<file path="src/rtl/stopwatch_timer.sv">
`default_nettype none
// ============================================================================
//  Module      : stopwatch_timer
//  Description : Single-clock stopwatch / countdown timer. It contains
//                enable-pulse prescalers, debounced pause and clear buttons,
//                field adjust with blinking, and a 4-digit multiplexed,
//                active-low seven-segment driver.
//  Revision    : 1.0 - initial release
// ============================================================================
module stopwatch_timer #(
    parameter int CLK_HZ          = 100000000,
    parameter int TICK_HZ         = 1,
    parameter int ADJ_HZ          = 2,
    parameter int SCAN_HZ         = 800,
    parameter int BLINK_HZ        = 4,
    parameter int DEBOUNCE_CYCLES = 65536,
    parameter int MIN_MAX         = 59
) (
    input  logic        clk,
    input  logic        rst,
    input  logic        btn_pause,
    input  logic        btn_clear,
    input  logic        sw_sel,
    input  logic        sw_adj,
    input  logic        sw_dir,
    output logic [3:0]  an,
    output logic [7:0]  seg,
    output logic [15:0] digits,
    output logic        running,
    output logic        expired
);

    // ------------------------------------------------------------------
    // Derived constants
    // ------------------------------------------------------------------
    localparam int c_tick_div  = CLK_HZ / TICK_HZ;
    localparam int c_adj_div   = CLK_HZ / ADJ_HZ;
    localparam int c_scan_div  = CLK_HZ / SCAN_HZ;
    localparam int c_blink_div = CLK_HZ / BLINK_HZ;

    localparam int c_tick_w  = (c_tick_div  > 1) ? $clog2(c_tick_div)  : 1;
    localparam int c_adj_w   = (c_adj_div   > 1) ? $clog2(c_adj_div)   : 1;
    localparam int c_scan_w  = (c_scan_div  > 1) ? $clog2(c_scan_div)  : 1;
    localparam int c_blink_w = (c_blink_div > 1) ? $clog2(c_blink_div) : 1;
    localparam int c_deb_w   = $clog2(DEBOUNCE_CYCLES + 1);

    localparam logic [c_tick_w-1:0]  c_tick_last  = c_tick_w'(c_tick_div - 1);
    localparam logic [c_adj_w-1:0]   c_adj_last   = c_adj_w'(c_adj_div - 1);
    localparam logic [c_scan_w-1:0]  c_scan_last  = c_scan_w'(c_scan_div - 1);
    localparam logic [c_blink_w-1:0] c_blink_last = c_blink_w'(c_blink_div - 1);
    localparam logic [c_deb_w-1:0]   c_deb_full   = c_deb_w'(DEBOUNCE_CYCLES);
    localparam logic [c_deb_w-1:0]   c_deb_last   = c_deb_w'(DEBOUNCE_CYCLES - 1);

    // Terminal value when counting up: MIN_MAX:59
    localparam logic [3:0]  c_max_m10 = 4'(MIN_MAX / 10);
    localparam logic [3:0]  c_max_m1  = 4'(MIN_MAX % 10);
    localparam logic [7:0]  c_max_min = {c_max_m10, c_max_m1};
    localparam logic [15:0] c_max_val = {c_max_m10, c_max_m1, 8'h59};

    typedef enum logic [1:0] {
        ST_PAUSE  = 2'd0,
        ST_RUN    = 2'd1,
        ST_ADJUST = 2'd2,
        ST_DONE   = 2'd3
    } state_t;

    // ------------------------------------------------------------------
    // Signals
    // ------------------------------------------------------------------
    state_t r_state, w_state_nxt;

    logic [3:0] r_min10, r_min1, r_sec10, r_sec1;
    logic [3:0] w_min10_nxt, w_min1_nxt, w_sec10_nxt, w_sec1_nxt;
    logic [3:0] w_up_m10, w_up_m1, w_up_s10, w_up_s1;
    logic [3:0] w_dn_m10, w_dn_m1, w_dn_s10, w_dn_s1;
    logic [15:0] w_cur_val;

    logic [c_tick_w-1:0]  r_tick_cnt;
    logic [c_adj_w-1:0]   r_adj_cnt;
    logic [c_scan_w-1:0]  r_scan_cnt;
    logic [c_blink_w-1:0] r_blink_cnt;
    logic                 w_tick, w_adj, w_scan, w_blink;
    logic                 r_blink_phase;

    logic [1:0] w_btn_raw;
    logic [1:0] w_press;
    logic       w_pause_press, w_clear_press;
    logic       w_run_entry, w_expire;

    logic [1:0] r_scan_idx;
    logic [3:0] r_an, w_an_code;
    logic [7:0] r_seg, w_seg_code;
    logic [3:0] w_cur_digit;
    logic       w_blank;
    logic       r_running, r_expired;

    // ------------------------------------------------------------------
    // Seven-segment code for one BCD digit, dp off
    // ------------------------------------------------------------------
    function automatic logic [7:0] seg_decode(input logic [3:0] d);
        logic [7:0] code;
        case (d)
            4'd0:    code = 8'hC0;
            4'd1:    code = 8'hF9;
            4'd2:    code = 8'hA4;
            4'd3:    code = 8'hB0;
            4'd4:    code = 8'h99;
            4'd5:    code = 8'h92;
            4'd6:    code = 8'h82;
            4'd7:    code = 8'hF8;
            4'd8:    code = 8'h80;
            4'd9:    code = 8'h90;
            default: code = 8'hFF;
        endcase
        return code;
    endfunction

    // ------------------------------------------------------------------
    // Prescaler enable pulses (combinational decode of the wrap value)
    // ------------------------------------------------------------------
    assign w_tick  = (r_tick_cnt  == c_tick_last);
    assign w_adj   = (r_adj_cnt   == c_adj_last);
    assign w_scan  = (r_scan_cnt  == c_scan_last);
    assign w_blink = (r_blink_cnt == c_blink_last);

    // Tick prescaler restarts on RUN entry and on clear so a run always begins with a full tick period
    always_ff @(posedge clk) begin
        if (!rst) begin
            r_tick_cnt <= '0;
        end else if (w_clear_press || w_run_entry || w_tick) begin
            r_tick_cnt <= '0;
        end else begin
            r_tick_cnt <= r_tick_cnt + 1'b1;
        end
    end

    // Free-running adjust-rate prescaler
    always_ff @(posedge clk) begin
        if (!rst) begin
            r_adj_cnt <= '0;
        end else if (w_adj) begin
            r_adj_cnt <= '0;
        end else begin
            r_adj_cnt <= r_adj_cnt + 1'b1;
        end
    end

    // Free-running display-scan prescaler
    always_ff @(posedge clk) begin
        if (!rst) begin
            r_scan_cnt <= '0;
        end else if (w_scan) begin
            r_scan_cnt <= '0;
        end else begin
            r_scan_cnt <= r_scan_cnt + 1'b1;
        end
    end

    // Free-running blink prescaler; the phase flips on every wrap
    always_ff @(posedge clk) begin
        if (!rst) begin
            r_blink_cnt   <= '0;
            r_blink_phase <= 1'b0;
        end else if (w_blink) begin
            r_blink_cnt   <= '0;
            r_blink_phase <= ~r_blink_phase;
        end else begin
            r_blink_cnt   <= r_blink_cnt + 1'b1;
        end
    end

    // ------------------------------------------------------------------
    // Button debouncers: index 0 = pause, index 1 = clear
    // ------------------------------------------------------------------
    assign w_btn_raw = {btn_clear, btn_pause};

    for (genvar gi = 0; gi < 2; gi++) begin : g_debounce
        logic [1:0]         r_sync;
        logic [c_deb_w-1:0] r_cnt;

        // Synchronise the raw pin, then count stable-high cycles up to saturation
        always_ff @(posedge clk) begin
            if (!rst) begin
                r_sync <= '0;
                r_cnt  <= '0;
            end else begin
                r_sync <= {r_sync[0], w_btn_raw[gi]};
                if (!r_sync[1]) begin
                    r_cnt <= '0;
                end else if (r_cnt != c_deb_full) begin
                    r_cnt <= r_cnt + 1'b1;
                end
            end
        end

        // Single pulse per press: the count passes DEBOUNCE_CYCLES-1 only once per hold
        assign w_press[gi] = r_sync[1] && (r_cnt == c_deb_last);
    end

    assign w_pause_press = w_press[0];
    assign w_clear_press = w_press[1];

    // ------------------------------------------------------------------
    // BCD increment / decrement candidates for the running count
    // ------------------------------------------------------------------
    assign w_cur_val = {r_min10, r_min1, r_sec10, r_sec1};

    // Up count with carries sec1 -> sec10 -> min1 -> min10
    always_comb begin
        w_up_m10 = r_min10;
        w_up_m1  = r_min1;
        w_up_s10 = r_sec10;
        w_up_s1  = r_sec1;
        if (r_sec1 != 4'd9) begin
            w_up_s1 = r_sec1 + 4'd1;
        end else begin
            w_up_s1 = 4'd0;
            if (r_sec10 != 4'd5) begin
                w_up_s10 = r_sec10 + 4'd1;
            end else begin
                w_up_s10 = 4'd0;
                if (r_min1 != 4'd9) begin
                    w_up_m1 = r_min1 + 4'd1;
                end else begin
                    w_up_m1  = 4'd0;
                    w_up_m10 = r_min10 + 4'd1;
                end
            end
        end
    end

    // Down count with matching borrows; only used when the value is non-zero
    always_comb begin
        w_dn_m10 = r_min10;
        w_dn_m1  = r_min1;
        w_dn_s10 = r_sec10;
        w_dn_s1  = r_sec1;
        if (r_sec1 != 4'd0) begin
            w_dn_s1 = r_sec1 - 4'd1;
        end else begin
            w_dn_s1 = 4'd9;
            if (r_sec10 != 4'd0) begin
                w_dn_s10 = r_sec10 - 4'd1;
            end else begin
                w_dn_s10 = 4'd5;
                if (r_min1 != 4'd0) begin
                    w_dn_m1 = r_min1 - 4'd1;
                end else begin
                    w_dn_m1  = 4'd9;
                    w_dn_m10 = r_min10 - 4'd1;
                end
            end
        end
    end

    // ------------------------------------------------------------------
    // Control FSM
    // ------------------------------------------------------------------
    // State and time registers
    always_ff @(posedge clk) begin
        if (!rst) begin
            r_state   <= ST_PAUSE;
            r_min10   <= 4'd0;
            r_min1    <= 4'd0;
            r_sec10   <= 4'd0;
            r_sec1    <= 4'd0;
            r_running <= 1'b0;
            r_expired <= 1'b0;
        end else begin
            r_state   <= w_state_nxt;
            r_min10   <= w_min10_nxt;
            r_min1    <= w_min1_nxt;
            r_sec10   <= w_sec10_nxt;
            r_sec1    <= w_sec1_nxt;
            r_running <= (r_state == ST_RUN);
            r_expired <= w_expire;
        end
    end

    // Next state and next time value; clear > adjust-enter > adjust-exit > pause
    always_comb begin
        w_state_nxt = r_state;
        w_min10_nxt = r_min10;
        w_min1_nxt  = r_min1;
        w_sec10_nxt = r_sec10;
        w_sec1_nxt  = r_sec1;

        if (w_clear_press) begin
            w_state_nxt = ST_PAUSE;
            w_min10_nxt = 4'd0;
            w_min1_nxt  = 4'd0;
            w_sec10_nxt = 4'd0;
            w_sec1_nxt  = 4'd0;
        end else if (sw_adj) begin
            w_state_nxt = ST_ADJUST;
            if ((r_state == ST_ADJUST) && w_adj) begin
                if (sw_sel) begin
                    // Minutes field, wraps past MIN_MAX without touching seconds
                    if ({r_min10, r_min1} >= c_max_min) begin
                        w_min10_nxt = 4'd0;
                        w_min1_nxt  = 4'd0;
                    end else if (r_min1 == 4'd9) begin
                        w_min1_nxt  = 4'd0;
                        w_min10_nxt = r_min10 + 4'd1;
                    end else begin
                        w_min1_nxt  = r_min1 + 4'd1;
                    end
                end else begin
                    // Seconds field, wraps past 59 without touching minutes
                    if ({r_sec10, r_sec1} >= 8'h59) begin
                        w_sec10_nxt = 4'd0;
                        w_sec1_nxt  = 4'd0;
                    end else if (r_sec1 == 4'd9) begin
                        w_sec1_nxt  = 4'd0;
                        w_sec10_nxt = r_sec10 + 4'd1;
                    end else begin
                        w_sec1_nxt  = r_sec1 + 4'd1;
                    end
                end
            end
        end else if (r_state == ST_ADJUST) begin
            w_state_nxt = ST_PAUSE;
        end else begin
            case (r_state)
                ST_RUN: begin
                    if (w_tick) begin
                        if (!sw_dir) begin
                            if (w_cur_val == c_max_val) begin
                                w_state_nxt = ST_DONE;
                            end else begin
                                w_min10_nxt = w_up_m10;
                                w_min1_nxt  = w_up_m1;
                                w_sec10_nxt = w_up_s10;
                                w_sec1_nxt  = w_up_s1;
                                if ({w_up_m10, w_up_m1, w_up_s10, w_up_s1} == c_max_val) begin
                                    w_state_nxt = ST_DONE;
                                end
                            end
                        end else begin
                            if (w_cur_val == 16'h0000) begin
                                w_state_nxt = ST_DONE;
                            end else begin
                                w_min10_nxt = w_dn_m10;
                                w_min1_nxt  = w_dn_m1;
                                w_sec10_nxt = w_dn_s10;
                                w_sec1_nxt  = w_dn_s1;
                                if ({w_dn_m10, w_dn_m1, w_dn_s10, w_dn_s1} == 16'h0000) begin
                                    w_state_nxt = ST_DONE;
                                end
                            end
                        end
                    end
                    // A pause landing on a tick still lets that tick count
                    if (w_pause_press) begin
                        w_state_nxt = ST_PAUSE;
                    end
                end
                ST_PAUSE: begin
                    if (w_pause_press) begin
                        w_state_nxt = ST_RUN;
                    end
                end
                ST_DONE: begin
                    if (w_pause_press) begin
                        w_state_nxt = ST_PAUSE;
                    end
                end
                default: begin
                    w_state_nxt = ST_PAUSE;
                end
            endcase
        end
    end

    assign w_run_entry = (r_state != ST_RUN)  && (w_state_nxt == ST_RUN);
    assign w_expire    = (r_state != ST_DONE) && (w_state_nxt == ST_DONE);

    // ------------------------------------------------------------------
    // Display multiplexer
    // ------------------------------------------------------------------
    // Digit, anode pattern and blanking for the current scan index
    always_comb begin
        w_cur_digit = r_min10;
        w_an_code   = 4'b0111;
        case (r_scan_idx)
            2'd0: begin w_cur_digit = r_min10; w_an_code = 4'b0111; end
            2'd1: begin w_cur_digit = r_min1;  w_an_code = 4'b1011; end
            2'd2: begin w_cur_digit = r_sec10; w_an_code = 4'b1101; end
            default: begin w_cur_digit = r_sec1; w_an_code = 4'b1110; end
        endcase

        w_blank = 1'b0;
        if (r_blink_phase) begin
            if (r_state == ST_DONE) begin
                w_blank = 1'b1;
            end else if (r_state == ST_ADJUST) begin
                w_blank = sw_sel ? (r_scan_idx < 2'd2) : (r_scan_idx >= 2'd2);
            end
        end

        // The colon is the decimal point of the min1 digit
        w_seg_code = {(r_scan_idx != 2'd1), seg_decode(w_cur_digit)[6:0]};
        if (w_blank) begin
            w_seg_code = 8'hFF;
        end
    end

    // Latch the current digit onto the pins at each scan pulse, then advance
    always_ff @(posedge clk) begin
        if (!rst) begin
            r_scan_idx <= 2'd0;
            r_an       <= 4'b1111;
            r_seg      <= 8'hFF;
        end else if (w_scan) begin
            r_an       <= w_an_code;
            r_seg      <= w_seg_code;
            r_scan_idx <= r_scan_idx + 2'd1;
        end
    end

    // ------------------------------------------------------------------
    // Outputs
    // ------------------------------------------------------------------
    assign an      = r_an;
    assign seg     = r_seg;
    assign digits  = {r_min10, r_min1, r_sec10, r_sec1};
    assign running = r_running;
    assign expired = r_expired;

endmodule
`default_nettype wire

</file>
<file path="config.mk">
export PLATFORM = sky130hd
export DESIGN_NAME = stopwatch_timer
export DESIGN_NICKNAME = d
export VERILOG_FILES = /design/src/rtl/stopwatch_timer.sv
export SDC_FILE = /design/constraint.sdc
export NUM_CORES = 1
export LEC_CHECK = 0
export ABC_CLOCK_PERIOD_IN_PS = 2900
export BUFFER_PORTS_ARGS = -buffer_cell sky130_fd_sc_hd__buf_4
export CORE_UTILIZATION = 56
export DETAILED_ROUTE_END_ITERATION = 12
export GPL_TIMING_DRIVEN = 0
export PLACE_DENSITY = 0.83
export SLEW_MARGIN = 20
export SYNTH_ARGS = -nofsm -noshare
export SYNTH_HDL_FRONTEND = slang
export SYNTH_SLANG_ARGS = --single-unit
</file>
<file path="constraint.sdc">
create_clock -name clk -period 2.9 [get_ports clk]
set_clock_uncertainty 0.2 [all_clocks]
set_input_delay 0.29 -clock clk [delete_from_list [all_inputs] [get_ports clk]]
set_output_delay 0.29 -clock clk [all_outputs]
set_load 0.01 [all_outputs]
</file>
# Word level (Yosys, flattened, before mapping)
# Memory sizes are Yosys's and may differ from the RTL's.
# Index checks and enable logic that the tools add are counted.
dict set report totals {
  ff_bits 168
  latchBits 0
  ram_bits 0
  romBits 112
  in_bits 7
  out_inout_bits 30
  word_cells 183
  n_memories 1
}
dict set report op_classes {
  addsub 15
  multipliers 0
  div_mod_pow 0
  magnitude_cmp 4
  n_eq_ne 33
  shifts 0
  muxes 82
  bitwise_logic 2
  n_reduce_logical 27
}
# name words width rd rd_clocked_by_memory_dff write_ports line
set memory_table {}
lappend memory_table {{(no name shown)} 16 7 1 0 0 102} ;# case (d)
# operator count
set op_table {}
lappend op_table {{2-to-1 mux 4 bit} 62}
lappend op_table {{adder 17 x 1 -> 17 bit, second input constant} 3}
lappend op_table {{equality test 17 x 16 -> 1 bit, second input constant} 2}
lappend op_table {{!= test 17 bit, second input constant} 2}
lappend op_table {{equality test 16 x 15 -> 1 bit, second input constant} 2}
lappend op_table {{zero test 16 bit} 2}
lappend op_table {{adder 27 x 1 -> 27 bit, second input constant} 1}
lappend op_table {{equality test 27 bit, second input constant} 1}
lappend op_table {{adder 26 x 1 -> 26 bit, second input constant} 1}
lappend op_table {{equality test 26 bit, second input constant} 1}
lappend op_table {{adder 25 x 1 -> 25 bit, second input constant} 1}
lappend op_table {{equality test 25 bit, second input constant} 1}
lappend op_table {{2-to-1 mux 2 bit} 12}
lappend op_table {{one-hot mux 4 bit (3 select lines)} 2}
lappend op_table {{equality test 17 bit, second input constant} 1}
lappend op_table {{adder 4 x 1 -> 4 bit, second input constant} 4}
lappend op_table {{greater-or-equal comparator 8 x 7 -> 1 bit, second input constant} 2}
lappend op_table {{AND reduction 8 bit} 2}
lappend op_table {{subtractor 4 x 1 -> 4 bit, second input constant} 4}
lappend op_table {{AND reduction 7 bit} 2}
lappend op_table {{nonzero test 4 bit} 3}
lappend op_table {{OR reduction 2 bit} 5}
lappend op_table {{equality test 2 bit, second input constant} 4}
lappend op_table {{equality test 4 bit, second input constant} 2}
lappend op_table {{other kinds (19)} 41}

# Depth between registers and ports, before layout
dict set report logic_depth {
  word_depth 19
  depth_mapped 12
  depth_no_buf 11
}

# Worst setup path before layout
# OpenSTA, ideal clock, no wires.
dict set report synth_timing {
  path_type {reg-to-reg}
  startpoint {reg g_debounce[0].r_cnt[0]}
  endpoint {reg r_tick_cnt[16]}
  setup_time_ns 0.128
  t_arrival_ns 2.511
  required_time_ns 2.572
  setup_slack_ns 0.061
  stages_incl_launch_ff 13
  path_buffers 2
  synth_period_minus_slack_ns 2.839
  path_cell_list {dfxtp_1 ha_1 nand2_1 nor3_1 and3_1 ha_1 nand2_1 or3_1 o21ai_1 or2_2 clkbuf_1 clkbuf_1 nor2_1}
}
dict set report synth_between {
  elab_chain_len 12
  elab_cells_between_ends 14
  classes_between {2 x eq/ne; 7 x mux; 5 x reduce/logical}
}
# item line
set synth_lines {}
lappend synth_lines {{start: declaration} 179} ;# logic [c_deb_w-1:0] r_cnt;
lappend synth_lines {{start signal: assignment} 191} ;# r_cnt <= r_cnt + 1'b1;
lappend synth_lines {{equality test 17 x 16 -> 1 bit (*)} 197} ;# assign w_press[gi] = r_sync[1] && (r_cnt == c_deb_last);
lappend synth_lines {{logical AND 1 bit (*)} 197}
lappend synth_lines {{2-to-1 mux 2 bit (on tied branches)} {364, 354, 359}}
lappend synth_lines {{one-hot mux 2 bit (3 select lines) (*)} 324} ;# case (r_state)
lappend synth_lines {{2-to-1 mux 2 bit (*)} 321} ;# end else if (r_state == ST_ADJUST) begin
lappend synth_lines {{2-to-1 mux 2 bit (*)} 294} ;# end else if (sw_adj) begin
lappend synth_lines {{2-to-1 mux 2 bit (*)} 288} ;# if (w_clear_press) begin
lappend synth_lines {{equality test 2 x 1 -> 1 bit (*)} 375} ;# assign w_run_entry = (r_state != ST_RUN) && (w_state_nxt == ST_RUN);
lappend synth_lines {{logical AND 1 bit (*)} 375}
lappend synth_lines {{logical OR 1 bit (*) (2 in series)} 130} ;# end else if (w_clear_press || w_run_entry || w_tick) begin
lappend synth_lines {{OR reduction 2 bit (no source line) (*)} n/a}
lappend synth_lines {{end signal: assignment} 133} ;# r_tick_cnt <= r_tick_cnt + 1'b1;
lappend synth_lines {{end: declaration} 78} ;# logic [c_tick_w-1:0] r_tick_cnt;
# Mark *: on every way between the ends. The rest lies on a longest branch, timed or not.
# A chain may end at the register's enable or synchronous reset.

# Worst setup path in the final report
dict set report layout_timing {
  startpoint {reg r_sec1[1]}
  endpoint {reg r_expired (netlist: expired)}
}
dict set report layout_between {
  elab_chain_len 14
  elab_cells_between_ends 29
  classes_between {2 x add/sub; 4 x eq/ne; 19 x mux; 4 x reduce/logical}
}
# item line
set layout_lines {}
lappend layout_lines {{start: declaration} 72} ;# logic [3:0] r_min10, r_min1, r_sec10, r_sec1;
lappend layout_lines {{start signal: assignment} 274} ;# r_sec1 <= w_sec1_nxt;
lappend layout_lines {{adder 4 x 1 -> 4 bit (tied with other cells)} 215} ;# w_up_s1 = r_sec1 + 4'd1;
lappend layout_lines {{2-to-1 mux 4 bit (on tied branches)} {214, 238}}
lappend layout_lines {{equality test 16 x 15 -> 1 bit / zero test 16 bit (equally long branches)} {335, 347}}
lappend layout_lines {{2-to-1 mux 2 bit (on tied branches)} {335, 347}}
lappend layout_lines {{2-to-1 mux 2 bit (on tied branches)} {328, 340}}
lappend layout_lines {{2-to-1 mux 2 bit (*)} 327} ;# if (!sw_dir) begin
lappend layout_lines {{2-to-1 mux 2 bit (*)} 326} ;# if (w_tick) begin
lappend layout_lines {{2-to-1 mux 2 bit (*)} 354} ;# if (w_pause_press) begin
lappend layout_lines {{one-hot mux 2 bit (3 select lines) (*)} 324}
lappend layout_lines {{2-to-1 mux 2 bit (*)} 321}
lappend layout_lines {{2-to-1 mux 2 bit (*)} 294}
lappend layout_lines {{2-to-1 mux 2 bit (*)} 288}
lappend layout_lines {{equality test 2 bit (*)} 376} ;# assign w_expire = (r_state != ST_DONE) && (w_state_nxt == ST_DONE);
lappend layout_lines {{logical AND 1 bit (*)} 376}
lappend layout_lines {{end signal: assignment} 276} ;# r_expired <= w_expire;
lappend layout_lines {{end: declaration} 95} ;# logic r_running, r_expired;
# Marks and branches as above.

==> summary.txt <==
outcome: finished, final reports clean
drt pass-1 iters: 6
Slew @ Worst Pin: 0.837 ns
clock-pin slew on the worst setup and hold paths: 0.07 ns
Die Ht: 127 um
worst min-delay path class: primary input to flip-flop
syn nets: 1,112
average wire length per cell after detail routing: 15.1 um
Max rail drop VDD: 443 uV
syn_area_per_cell: 8.13 um2
weighted congestion reported at the end of routability-driven placement: 0.966
Rel. slew slack: 43.7%
share of async-settable or async-resettable flops after synthesis: 0%
final count of hold timing violations: 0
total of flip-flops plus latches after synthesis: 168
antenna viol nets, final: 0
largest net degree at the start of global routing: 17
growth of design area from synthesis to finish: 14.5%
Hold Crit Start: sw_adj
beginning of the worst register-to-register path: r_sec1[1]
NumNets Final: 1,170
placement row count: 45
cell taking the most area after synthesis: sky130_fd_sc_hd__dfxtp_1
number of pins with negative max-slew slack in the final report: 0
wirelength, routed: 20,200 um
Power per Cell Area: 471 mW/mm2
Max Clock Freq: 0.357 GHz
startpoint types: flip-flop
final clock period utilization by the worst path: 96.7%
core region area: 0.0152 mm2
diode insertion count for antenna repair: 0
Post-synth EDFFs: 0
cts bufs inserted: 17
effective utilization at floorplan: 57.6%
category of the critical setup timing path: flip-flop to flip-flop
number of fill cells: 1,250
global router's overall resource usage: 25.4%
Cells after Synth: 1,077
io pins: 37
TritonCTS clock tree: built
number of port buffers: 34
number of max-capacitance violations reported: 0
critical path arrival: 2.99 ns
First DRT Iteration DRCs: 835
Placed Instance Area: 0.00924 mm2
total clock sinks: 168
top cell type's share of synthesized area: 38.4%
initial antenna violation count: 0
critical path startpoint: r_sec1[1]
peak fanout along the critical path: 10
Setup-failing EPs final: 0
vias in the first global route: 7,135
crit end category: flip-flop
minimum clock period after layout: 2.81 ns
Leak: 0.00354 uW
CTS Root Buffer Type: sky130_fd_sc_hd__clkbuf_16
total global routing overflow: 0
finished layout cell area: 0.0100 mm2
Netlist cell types: 75
number of vias after detailed routing: 7,888
ratio of routed vias to standard cells: 5.90
ratio of cells with drive above 1 in the final layout: 9.84%
horizontal die dimension: 127 um
DP Wirelength: 14,100 um
cell area after synthesis: 0.00875 mm2
top area cells in the synthesized netlist: sky130_fd_sc_hd__dfxtp_1 38%, sky130_fd_sc_hd__nor2_1 7.2%, sky130_fd_sc_hd__xor2_1 6.0%
die area: 0.0161 mm2
maximum root-to-sink buffer count: 2
setup repair after global routing missed its margin: true
Residual DRC: 0
Overall Power: 4720 uW
H-tree lvl count: 4
portion of the post-synthesis area used by sequential elements: 38.4%
clock latency at the later pin of the worst-skew pair: 0.44 ns
CP Data Required Time: 3.08 ns
YS warnings: 0
top flip-flop cell by instance count after synthesis: sky130_fd_sc_hd__dfxtp_1
wire length of the first global-routing pass: 33,300 um
stage by stage:
step / setup slack (ns) / util, % / std cells / TNS (ns) / hold slack (ns)
after global placement: -0.551 / 60.8 / 1299 / -12.41 / 0.216
after global routing: -0.0197 / 65.9 / 1336 / -0.0345 / 0.133
final: 0.0950 / 65.9 / 1336 / 0 / 0.141
after CTS: -0.0115 / 65.2 / 1332 / -0.0115 / 0.122
after floorplan: 0.0611 / - / 1077 / 0 / 0.212
after detailed placement: -0.577 / 60.8 / 1299 / -13.59 / 0.219
repair_timing:
item	4_1_cts	5_1_grt
setup endpoints to repair	40	39
hold buffers	2	0
pin swaps	0	4
hold endpoints to repair	2	0
buffers inserted	0	5
resized for setup	17	22
state kept, by name (all words and copies together) (netlist names):
signal             count
an                     4
expired                1
g_debounce.r_cnt      34
g_debounce.r_sync      4
r_adj_cnt             26
r_blink_cnt           25
r_blink_phase          1
r_min1                 4
r_min10                4
r_scan_cnt            17
r_scan_idx             2
r_sec1                 4
r_sec10                4
r_state                2
r_tick_cnt            27
running                1
seg                    8
worst max-delay path, stage by stage (launching register included):
cell                       delay (ns)
sky130_fd_sc_hd__dfxtp_1         0.32
sky130_fd_sc_hd__clkbuf_1        0.26
sky130_fd_sc_hd__nor4bb_4        0.44
sky130_fd_sc_hd__clkbuf_4        0.29
sky130_fd_sc_hd__nand4_1         0.13
sky130_fd_sc_hd__a211oi_1        0.36
sky130_fd_sc_hd__a31oi_1         0.10
sky130_fd_sc_hd__o41ai_2         0.43
sky130_fd_sc_hd__o211a_1         0.22
worst paths after layout:
| check | cells after the start | slack (ns) | endpoint |
|---|---|---|---|
| hold reg to reg | 1 | 0.23 | g_debounce[0].r_sync[1] |
| setup / recovery | 8 | 0.09 | expired |
| hold / removal | 4 | 0.14 | r_state[1] |
| setup reg to reg | 8 | 0.09 | expired |
layer usage:
metal  track usage, %  routed length (um)  up-vias  share of wire, %
li1                 -                   -     3913                 -
met1             32.2                8960     3634                44
met2             41.8                9320      282                46
met3             5.74                1310       59               6.5
met4             10.6                 571        0               2.8
met5                0                   0        -                 0
synthesized netlist by cell type (all sizes together), types with 5 or more instances:
library cell / count
a2111oi: 5
a211oi: 7
a21oi: 52
a222oi: 5
and2: 15
and3: 21
and4: 8
clkbuf: 46
dfxtp: 168
ha: 28
inv: 34
nand2: 83
nand2b: 6
nand3: 69
nand4: 29
nor2: 168
nor2b: 11
nor3: 23
nor3b: 5
nor4: 20
nor4b: 10
o211ai: 6
o21ai: 46
or2: 6
or3: 18
or4: 5
xnor2: 49
xor2: 60
cell usage in the layout, fill, tap and decap left out, drive strengths merged, types with 4 or more instances in the layout:
cell type,n
o22ai,4
nand4,29
o21ai,46
a2111oi,5
nor4,20
or4,5
xor2,60
nor2,168
o31ai,4
inv,38
a21o,4
nand2,83
or2,6
nand3b,4
a21oi,52
xnor2,49
a211oi,7
and3,21
nand4b,4
nor3b,5
dfxtp,168
and4,8
buf,41
and2,15
nor3,23
or3,18
a31oi,4
nand2b,6
nand3,69
a222oi,5
clkbuf,66
ha,28
o211ai,6
nor2b,11
nor4b,10
mux2i,4
and3b,4
cell families (layout without fill, tap and decap cells):
family                   Yosys count  after routing  synth area share, %
AND/OR/NAND/NOR                  517            517                 29.9
flip-flops                       168            168                 38.4
AO/OA/AOI/OAI                    166            166                 12.5
XOR/XNOR                         109            109                 10.9
buffers and inverters             83            154                 3.59
adder cells (fa/ha/maj)           28             28                 4.00
multiplexers                       6              6                0.715
layout make-up:
cell class                 count  area (um2)  area share (%)
clock inverter                11         111            1.11
tap                          188         235            2.35
buffer                        47         208            2.07
clock buffer                  21         470            4.69
multi-input combinational    826        5190            51.8
inverter                      34         128            1.27
sequential                   168        3370            33.6
timing repair buffer          41         313            3.12
where the power goes:
| group | internal, uW | switching (uW) | total (uW) |
|---|---|---|---|
| Clock | 1260 | 964 | 2230 |
| Combinational | 53.4 | 99.5 | 153 |
| Sequential | 2330 | 18.2 | 2340 |
(Power assumes the default switching activity.)
